[src/rtl/wide_add_seq_if.sv]
// Request/response bundle between a datapath and the wide_add_seq sequencer.
// Optional `ovf` signal is present when WIDE_ADD_SEQ_OVF_EN is defined.
`timescale 1ns/1ps
interface wide_add_seq_if #(
    parameter int WIDTH = 4,
    parameter int WORDS = 4
);
    localparam int N = WIDTH * WORDS;

    logic         start;
    logic [N-1:0] a;
    logic [N-1:0] b;
    logic         c_in;
    logic         busy;
    logic         done;
    logic [N-1:0] s;
    logic         c_out;
`ifdef WIDE_ADD_SEQ_OVF_EN
    logic         ovf;

    modport master (output start, a, b, c_in, input busy, done, s, c_out, ovf);
    modport slave  (input start, a, b, c_in, output busy, done, s, c_out, ovf);
`else
    modport master (output start, a, b, c_in, input busy, done, s, c_out);
    modport slave  (input start, a, b, c_in, output busy, done, s, c_out);
`endif
endinterface

[src/rtl/wide_add_seq.sv]
// Word-serial WORDS x WIDTH-bit adder sequencer driving one shared ripple adder.
// Define WIDE_ADD_SEQ_OVF_EN to add the two's-complement overflow output.
`timescale 1ns/1ps
module wide_add_seq #(
    parameter int WIDTH = 4,
    parameter int WORDS = 4
) (
    input  logic             clk,
    input  logic             rst,
    wide_add_seq_if.slave    bus,
    output logic [WIDTH-1:0] add_a,
    output logic [WIDTH-1:0] add_b,
    output logic             add_cin,
    input  logic [WIDTH-1:0] add_s,
    input  logic             add_cout
);
    localparam int N     = WIDTH * WORDS;
    localparam int IDX_W = (WORDS > 1) ? $clog2(WORDS) : 1;

    localparam logic [1:0] IDLE = 2'd0;
    localparam logic [1:0] RUN  = 2'd1;
    localparam logic [1:0] DONE = 2'd2;

    logic [1:0]       state_q, state_d;
    logic [IDX_W-1:0] idx_q, idx_d;
    logic             carry_q, carry_d;
    logic [N-1:0]     a_sh_q, a_sh_d;
    logic [N-1:0]     b_sh_q, b_sh_d;
    logic [N-1:0]     sum_q, sum_d;
    logic             cout_q, cout_d;
`ifdef WIDE_ADD_SEQ_OVF_EN
    logic             ovf_q, ovf_d;
`endif

    // Operands are shifted right so the current word always sits in the low bits.
    always_comb begin
        add_a   = '0;
        add_b   = '0;
        add_cin = 1'b0;
        if (state_q == RUN) begin
            add_a   = a_sh_q[WIDTH-1:0];
            add_b   = b_sh_q[WIDTH-1:0];
            add_cin = carry_q;
        end
    end

    always_comb begin
        state_d = state_q;
        idx_d   = idx_q;
        carry_d = carry_q;
        a_sh_d  = a_sh_q;
        b_sh_d  = b_sh_q;
        sum_d   = sum_q;
        cout_d  = cout_q;
`ifdef WIDE_ADD_SEQ_OVF_EN
        ovf_d   = ovf_q;
`endif
        case (state_q)
            IDLE, DONE: begin
                if (bus.start) begin
                    state_d = RUN;
                    a_sh_d  = bus.a;
                    b_sh_d  = bus.b;
                    carry_d = bus.c_in;
                    idx_d   = '0;
                end else begin
                    state_d = IDLE;
                end
            end
            RUN: begin
                for (int w = 0; w < WORDS; w++) begin
                    if (idx_q == IDX_W'(w)) sum_d[w*WIDTH +: WIDTH] = add_s;
                end
                carry_d = add_cout;
                a_sh_d  = a_sh_q >> WIDTH;
                b_sh_d  = b_sh_q >> WIDTH;
                idx_d   = idx_q + 1'b1;
                if (idx_q == IDX_W'(WORDS - 1)) begin
                    state_d = DONE;
                    idx_d   = '0;
                    cout_d  = add_cout;
`ifdef WIDE_ADD_SEQ_OVF_EN
                    // Carry into the sign bit recovered from the sign bits of a, b and s.
                    ovf_d   = (add_a[WIDTH-1] ^ add_b[WIDTH-1] ^ add_s[WIDTH-1]) ^ add_cout;
`endif
                end
            end
            default: state_d = IDLE;
        endcase
    end

    always_ff @(posedge clk) begin
        if (rst) begin
            state_q <= IDLE;
            idx_q   <= '0;
            carry_q <= 1'b0;
            a_sh_q  <= '0;
            b_sh_q  <= '0;
            sum_q   <= '0;
            cout_q  <= 1'b0;
`ifdef WIDE_ADD_SEQ_OVF_EN
            ovf_q   <= 1'b0;
`endif
        end else begin
            state_q <= state_d;
            idx_q   <= idx_d;
            carry_q <= carry_d;
            a_sh_q  <= a_sh_d;
            b_sh_q  <= b_sh_d;
            sum_q   <= sum_d;
            cout_q  <= cout_d;
`ifdef WIDE_ADD_SEQ_OVF_EN
            ovf_q   <= ovf_d;
`endif
        end
    end

    assign bus.busy  = (state_q == RUN);
    assign bus.done  = (state_q == DONE);
    assign bus.s     = sum_q;
    assign bus.c_out = cout_q;
`ifdef WIDE_ADD_SEQ_OVF_EN
    assign bus.ovf   = ovf_q;
`endif
endmodule

[src/flat_wrapper.sv]
// flat-port wrapper written by rule: the top's interface ports become plain ports
module wide_add_seq_flat 
#(
    parameter int WIDTH = 4,
    parameter int WORDS = 4
)
  (clk, rst, add_a, add_b, add_cin, add_s, add_cout, bus_start, bus_a, bus_b, bus_c_in, bus_busy, bus_done, bus_s, bus_c_out);
  wide_add_seq_if #(.WIDTH(WIDTH), .WORDS(WORDS)) bus_i ();
  input  logic clk;
  input  logic rst;
  output logic [WIDTH-1:0] add_a;
  output logic [WIDTH-1:0] add_b;
  output logic add_cin;
  input  logic [WIDTH-1:0] add_s;
  input  logic add_cout;
  input wire logic [$bits(bus_i.start)-1:0] bus_start;
  input wire logic [$bits(bus_i.a)-1:0] bus_a;
  input wire logic [$bits(bus_i.b)-1:0] bus_b;
  input wire logic [$bits(bus_i.c_in)-1:0] bus_c_in;
  output wire logic [$bits(bus_i.busy)-1:0] bus_busy;
  output wire logic [$bits(bus_i.done)-1:0] bus_done;
  output wire logic [$bits(bus_i.s)-1:0] bus_s;
  output wire logic [$bits(bus_i.c_out)-1:0] bus_c_out;
  assign bus_i.start = bus_start;
  assign bus_i.a = bus_a;
  assign bus_i.b = bus_b;
  assign bus_i.c_in = bus_c_in;
  assign bus_busy = bus_i.busy;
  assign bus_done = bus_i.done;
  assign bus_s = bus_i.s;
  assign bus_c_out = bus_i.c_out;
  wide_add_seq #(.WIDTH(WIDTH), .WORDS(WORDS)) u_core (.clk(clk), .rst(rst), .bus(bus_i), .add_a(add_a), .add_b(add_b), .add_cin(add_cin), .add_s(add_s), .add_cout(add_cout));
endmodule
[config.mk]
export PLATFORM = sky130hd
export DESIGN_NAME = wide_add_seq_flat
export DESIGN_NICKNAME = d
export VERILOG_FILES = /design/src/rtl/wide_add_seq_if.sv /design/src/rtl/wide_add_seq.sv /design/src/flat_wrapper.sv
export SDC_FILE = /design/constraint.sdc
export NUM_CORES = 1
export LEC_CHECK = 0
export CAP_MARGIN = 5
export CORE_ASPECT_RATIO = 1.4
export CORE_MARGIN = 4
export CORE_UTILIZATION = 50
export DETAILED_ROUTE_END_ITERATION = 8
export PLACE_DENSITY = 0.84
export SYNTH_ARGS = -nofsm -noshare
export SYNTH_HDL_FRONTEND = slang
export SYNTH_SLANG_ARGS = --single-unit
[constraint.sdc]
create_clock -name clk -period 3.65 [get_ports clk]
set_clock_uncertainty 0.1 [all_clocks]
set_input_delay 0.73 -clock clk [delete_from_list [all_inputs] [get_ports clk]]
set_output_delay 0.73 -clock clk [all_outputs]
set_load 0.02 [all_outputs]
# Yosys cells after proc, flatten, opt, wreduce, memory -nomap -nowiden
# Cells that the tools add are included.
dict set report classes {
  n_addsub 1
  n_eq_ne 7
  muxes 15
  n_reduce_logical 9
}
# op count
set op_table {}
lappend op_table {{$pmux W16 S2} 2}
lappend op_table {{$mux W16} 2}
lappend op_table {{$reduce_and A2 Y1} 5}
lappend op_table {{$mux W4} 2}
lappend op_table {{$pmux W2 S2} 2}
lappend op_table {{$eq A2 B2 Y1 const B} 3}
lappend op_table {{$mux W2} 3}
lappend op_table {{$eq A2 B1 Y1 const B} 2}
lappend op_table {{$logic_not A2 Y1} 2}
lappend op_table {{$mux W1} 3}
lappend op_table {{$add A2 B1 Y2 const B} 1}
lappend op_table {{$ne A2 B1 Y1 const B} 1}
lappend op_table {{$ne A2 B2 Y1 const B} 1}
lappend op_table {{$pmux W1 S2} 1}
lappend op_table {{$reduce_bool A2 Y1} 1}
lappend op_table {{$reduce_or A2 Y1} 1}
dict set report totals {
  ff_bits 54
  input_bits 41
  output_inout_bits 28
  wordCells 42
}

# Longest topological paths before layout
dict set report logic_depth {
  ltp_word 4
  mapped_depth 6
  ltp_nobuf 5
}

# Least setup slack after synthesis
# Ideal clock, no wire load.
dict set report synth_timing {
  path_kind {reg-to-output}
  startpoint {register u_core.state_q[0]}
  endpoint {output port add_a[0]}
  t_arrival_ns 1.218
  slack_ns 1.602
  stages_incl_launch_ff 6
  path_buffers 2
  path_cell_list {dfxtp_1 -> nand2b_1 -> buf_4 -> inv_2 -> buf_2 -> and2_1}
}
dict set report synth_between {
  elab_chain_len 2
}
# item line
set synth_lines {}
lappend synth_lines {{from (decl)} wide_add_seq.sv:24} ;# logic [1:0] state_q, state_d;
lappend synth_lines {{from (signal assigned)} wide_add_seq.sv:105} ;# state_q <= state_d;
lappend synth_lines {{$eq A2 B1 Y1} -}
lappend synth_lines {{net bus_busy} flat_wrapper.sv:20} ;# output wire logic [$bits(bus_i.busy)-1:0] bus_busy;
lappend synth_lines {{$mux W4} wide_add_seq.sv:40} ;# if (state_q == RUN) begin
lappend synth_lines {{to (decl)} flat_wrapper.sv:11} ;# output logic [WIDTH-1:0] add_a;
# The timed path passes the listed nets, and every way through them passes these cells.

# Worst setup path in the final report
dict set report layout_timing {
  startpoint {register u_core.state_q[0]}
  endpoint {output port add_b[2]}
}
dict set report layout_between {
  elab_chain_len 2
}
# item line
set layout_lines {}
lappend layout_lines {{$eq A2 B1 Y1} wide_add_seq.sv:40}
lappend layout_lines {{$mux W4} wide_add_seq.sv:40}
lappend layout_lines {{to (decl)} flat_wrapper.sv:12} ;# output logic [WIDTH-1:0] add_b;
# No other way between the ends.

==> flow_metrics.tcl <==
set metrics [dict create \
    status "finished clean" \
    fmax_mhz 343 \
    port_buffers 68 \
    synth_area_um2 2290 \
    rows 28 \
    drt_iter0_markers 65 \
    final_nets 385 \
    vias_per_cell 5.36 \
    drt_wl_total_um 5370 \
    drc 0 \
    clkSinkCount 54 \
    crit_path_end_kind "output port" \
    drv_slew 0 \
    required_ps 2820 \
    fin_crit_ps 2910 \
    dr_total_vias 2150 \
    tightest_slew_ps 936 \
    cap_violations 0 \
    place_area_um2 2930 \
    worstPathArrival_ps 2080 \
    die_w_um 65.2 \
    clock-root-buffer "clkbuf_8" \
    clk_path_buf_depth 2 \
    yosysSeqAreaShare 0.472 \
    max_stage_delay_ps 610 \
    routabilityCongestion 0.776 \
    path_max_fanout 28 \
    path_cells "nand2b_2 > inv_2 > and2_1 > clkdlybuf4s50_1" \
    antenna_found_initial 0 \
    power_density_nw_per_um2 393 \
    avgSynthCellArea_um2 8.01 \
    initial_core_util 0.527 \
    fin_setup_tns_ps 0 \
    synthTopCellsByCount "nand2_1, dfxtp_1, nor2_1, a21oi_1, nand3_1" \
    globalRouteOverflowTotal 0 \
    worstHoldPathType "reg -> reg" \
    nFillCells 401 \
    hold_viol_final 0 \
    dieArea_um2 5740 \
    die_h_um 88.1 \
    yosys.area.top_type_share 0.472 \
    grt_max_degree 62 \
    critPathKind "reg -> out" \
    period_share 0.798 \
    cts_resized 0 \
    leakagePower_uw 0.00109 \
    setup_viol 0 \
    io_pins 69 \
    synthArstFlopShare 0 \
    cts_tree "done" \
    synthFlopType "dfxtp_1" \
    n_antenna_cell 0 \
    ant_nets 0 \
    fin_area_um2 3020 \
    ys_warn_count 0 \
    synth_seq_cells 54 \
    crit_path_top_delay_cell "clkdlybuf4s50_1" \
    track_usage 0.193 \
    ctsHoldBuffers 0 \
    grt_pass1_vias 1939 \
    drive_gt1_frac 0.0440 \
    syn-num-nets 331 \
    grt_setup_unrepaired "false" \
    hpwlAfterDp_um 3710 \
    numCtsBuffers 5 \
    avgRoutedWirePerCell_um 13.4 \
    setup.worst_path.start_class "flip-flop" \
    synthMostInstantiatedCell "nand2_1" \
    htreeDepth 2 \
    synthCells 286 \
    synth_top_area_cell "dfxtp_1" \
    clk_latency_ps 310 \
    ir_worst_vdd_uv 201 \
    clk_pin_slew_worst_paths_ps 80 \
    synth_area_leaders "dfxtp_1, nand2_1, a311oi_1" \
    grt_pass1_wl_um 8740 \
    first_pass_iters 4 \
    slew_headroom 0.376 \
    synth.distinct_cells 22 \
    area_growth_pct 32.0 \
    core_um2 4340 \
    synth_edf_count 0 \
    post-cts-setup-buffers 0 \
]
[logic make-up (layout without fill, tap and decap cells)]
kind of cell	Yosys count	after routing	share of synthesized area
compound gates	53	53	0.161
fa+ha+maj	4	4	0.0219
buf+inv	27	82	0.0645
flops	54	54	0.472
simple gates	148	148	0.280
[registers in the layout (all words and copies together) (netlist names)]
name	count
u_core.b_sh_q	16
u_core.a_sh_q	16
u_core.state_q	2
u_core.bus.s	16
u_core.idx_q	2
u_core.carry_q	1
u_core.bus.c_out	1
[worst paths after layout]
path,from,endpoint,slack (ps),cells past startpoint
min,u_core.bus.s[8],u_core.bus.s[8],350,2
max reg2reg,u_core.state_q[1],u_core.b_sh_q[0],2000,4
min reg2reg,u_core.bus.s[8],u_core.bus.s[8],350,2
max,u_core.state_q[0],add_b[2],740,4
[per-layer routing]
| metal | GRT usage | part of all wire | vias up |
|---|---|---|---|
| li1 | - | - | 1078 |
| met1 | 0.211 | 0.40 | 1000 |
| met2 | 0.356 | 0.53 | 63 |
| met3 | 0.0385 | 0.049 | 9 |
| met4 | 0.0830 | 0.021 | 0 |
| met5 | 0 | 0 | - |
[placed cells by master (no fill, tap or decap)]
cell type and n:
nand2_1 76, clkdlybuf4s50_1 67, dfxtp_1 54, nor2_1 28
nand3_1 26, a21oi_1 26, a311oi_1 24, and2_1 9
clkbuf_8 6, nand3b_1 4, ha_1 4, buf_4 3
inv_1 2, nand2b_2 1, inv_2 1, nand2b_1 1
nor2b_2 1, a311oi_2 1, nor4b_1 1, a31oi_1 1
o21a_1 1, and2b_1 1, clkinv_2 1, clkbuf_1 1
buf_2 1
[final cells by class]
type,count,area [um^2],share of cell area
clock buffer,7,86.3,0.0286
clock inverter,1,5.00,0.00166
inverter,3,11.3,0.00373
multi-input combinational,205,1070,0.353
sequential,54,1080,0.358
tap,60,75.1,0.0248
timing repair buffer,71,698,0.231
[metrics by stage]
step	util	power (uW)	instances	hold WS [ps]	setup slack, ps
3_5_place_dp	0.675	868	393	346	1090
2_1_floorplan	-	787	286	348	1600
6_report	0.696	1190	401	355	736
3_3_place_gp	0.675	864	393	341	1180
5_1_grt	0.696	1250	401	383	621
4_1_cts	0.696	1200	401	358	732
[worst max-delay path, delay by kind of cell, from the launching register on]
kind,cells,cell delay (ps)
buffers and inverters,2,950
DFF,1,510
and+or+nand+nor,2,330
[where the power goes]
group | internal (uW) | switching (uW) | total (uW)
Combinational | 95.2 | 109 | 205
Clock | 153 | 181 | 334
Sequential | 628 | 22.3 | 650
Power figures use the tool's default switching activity.
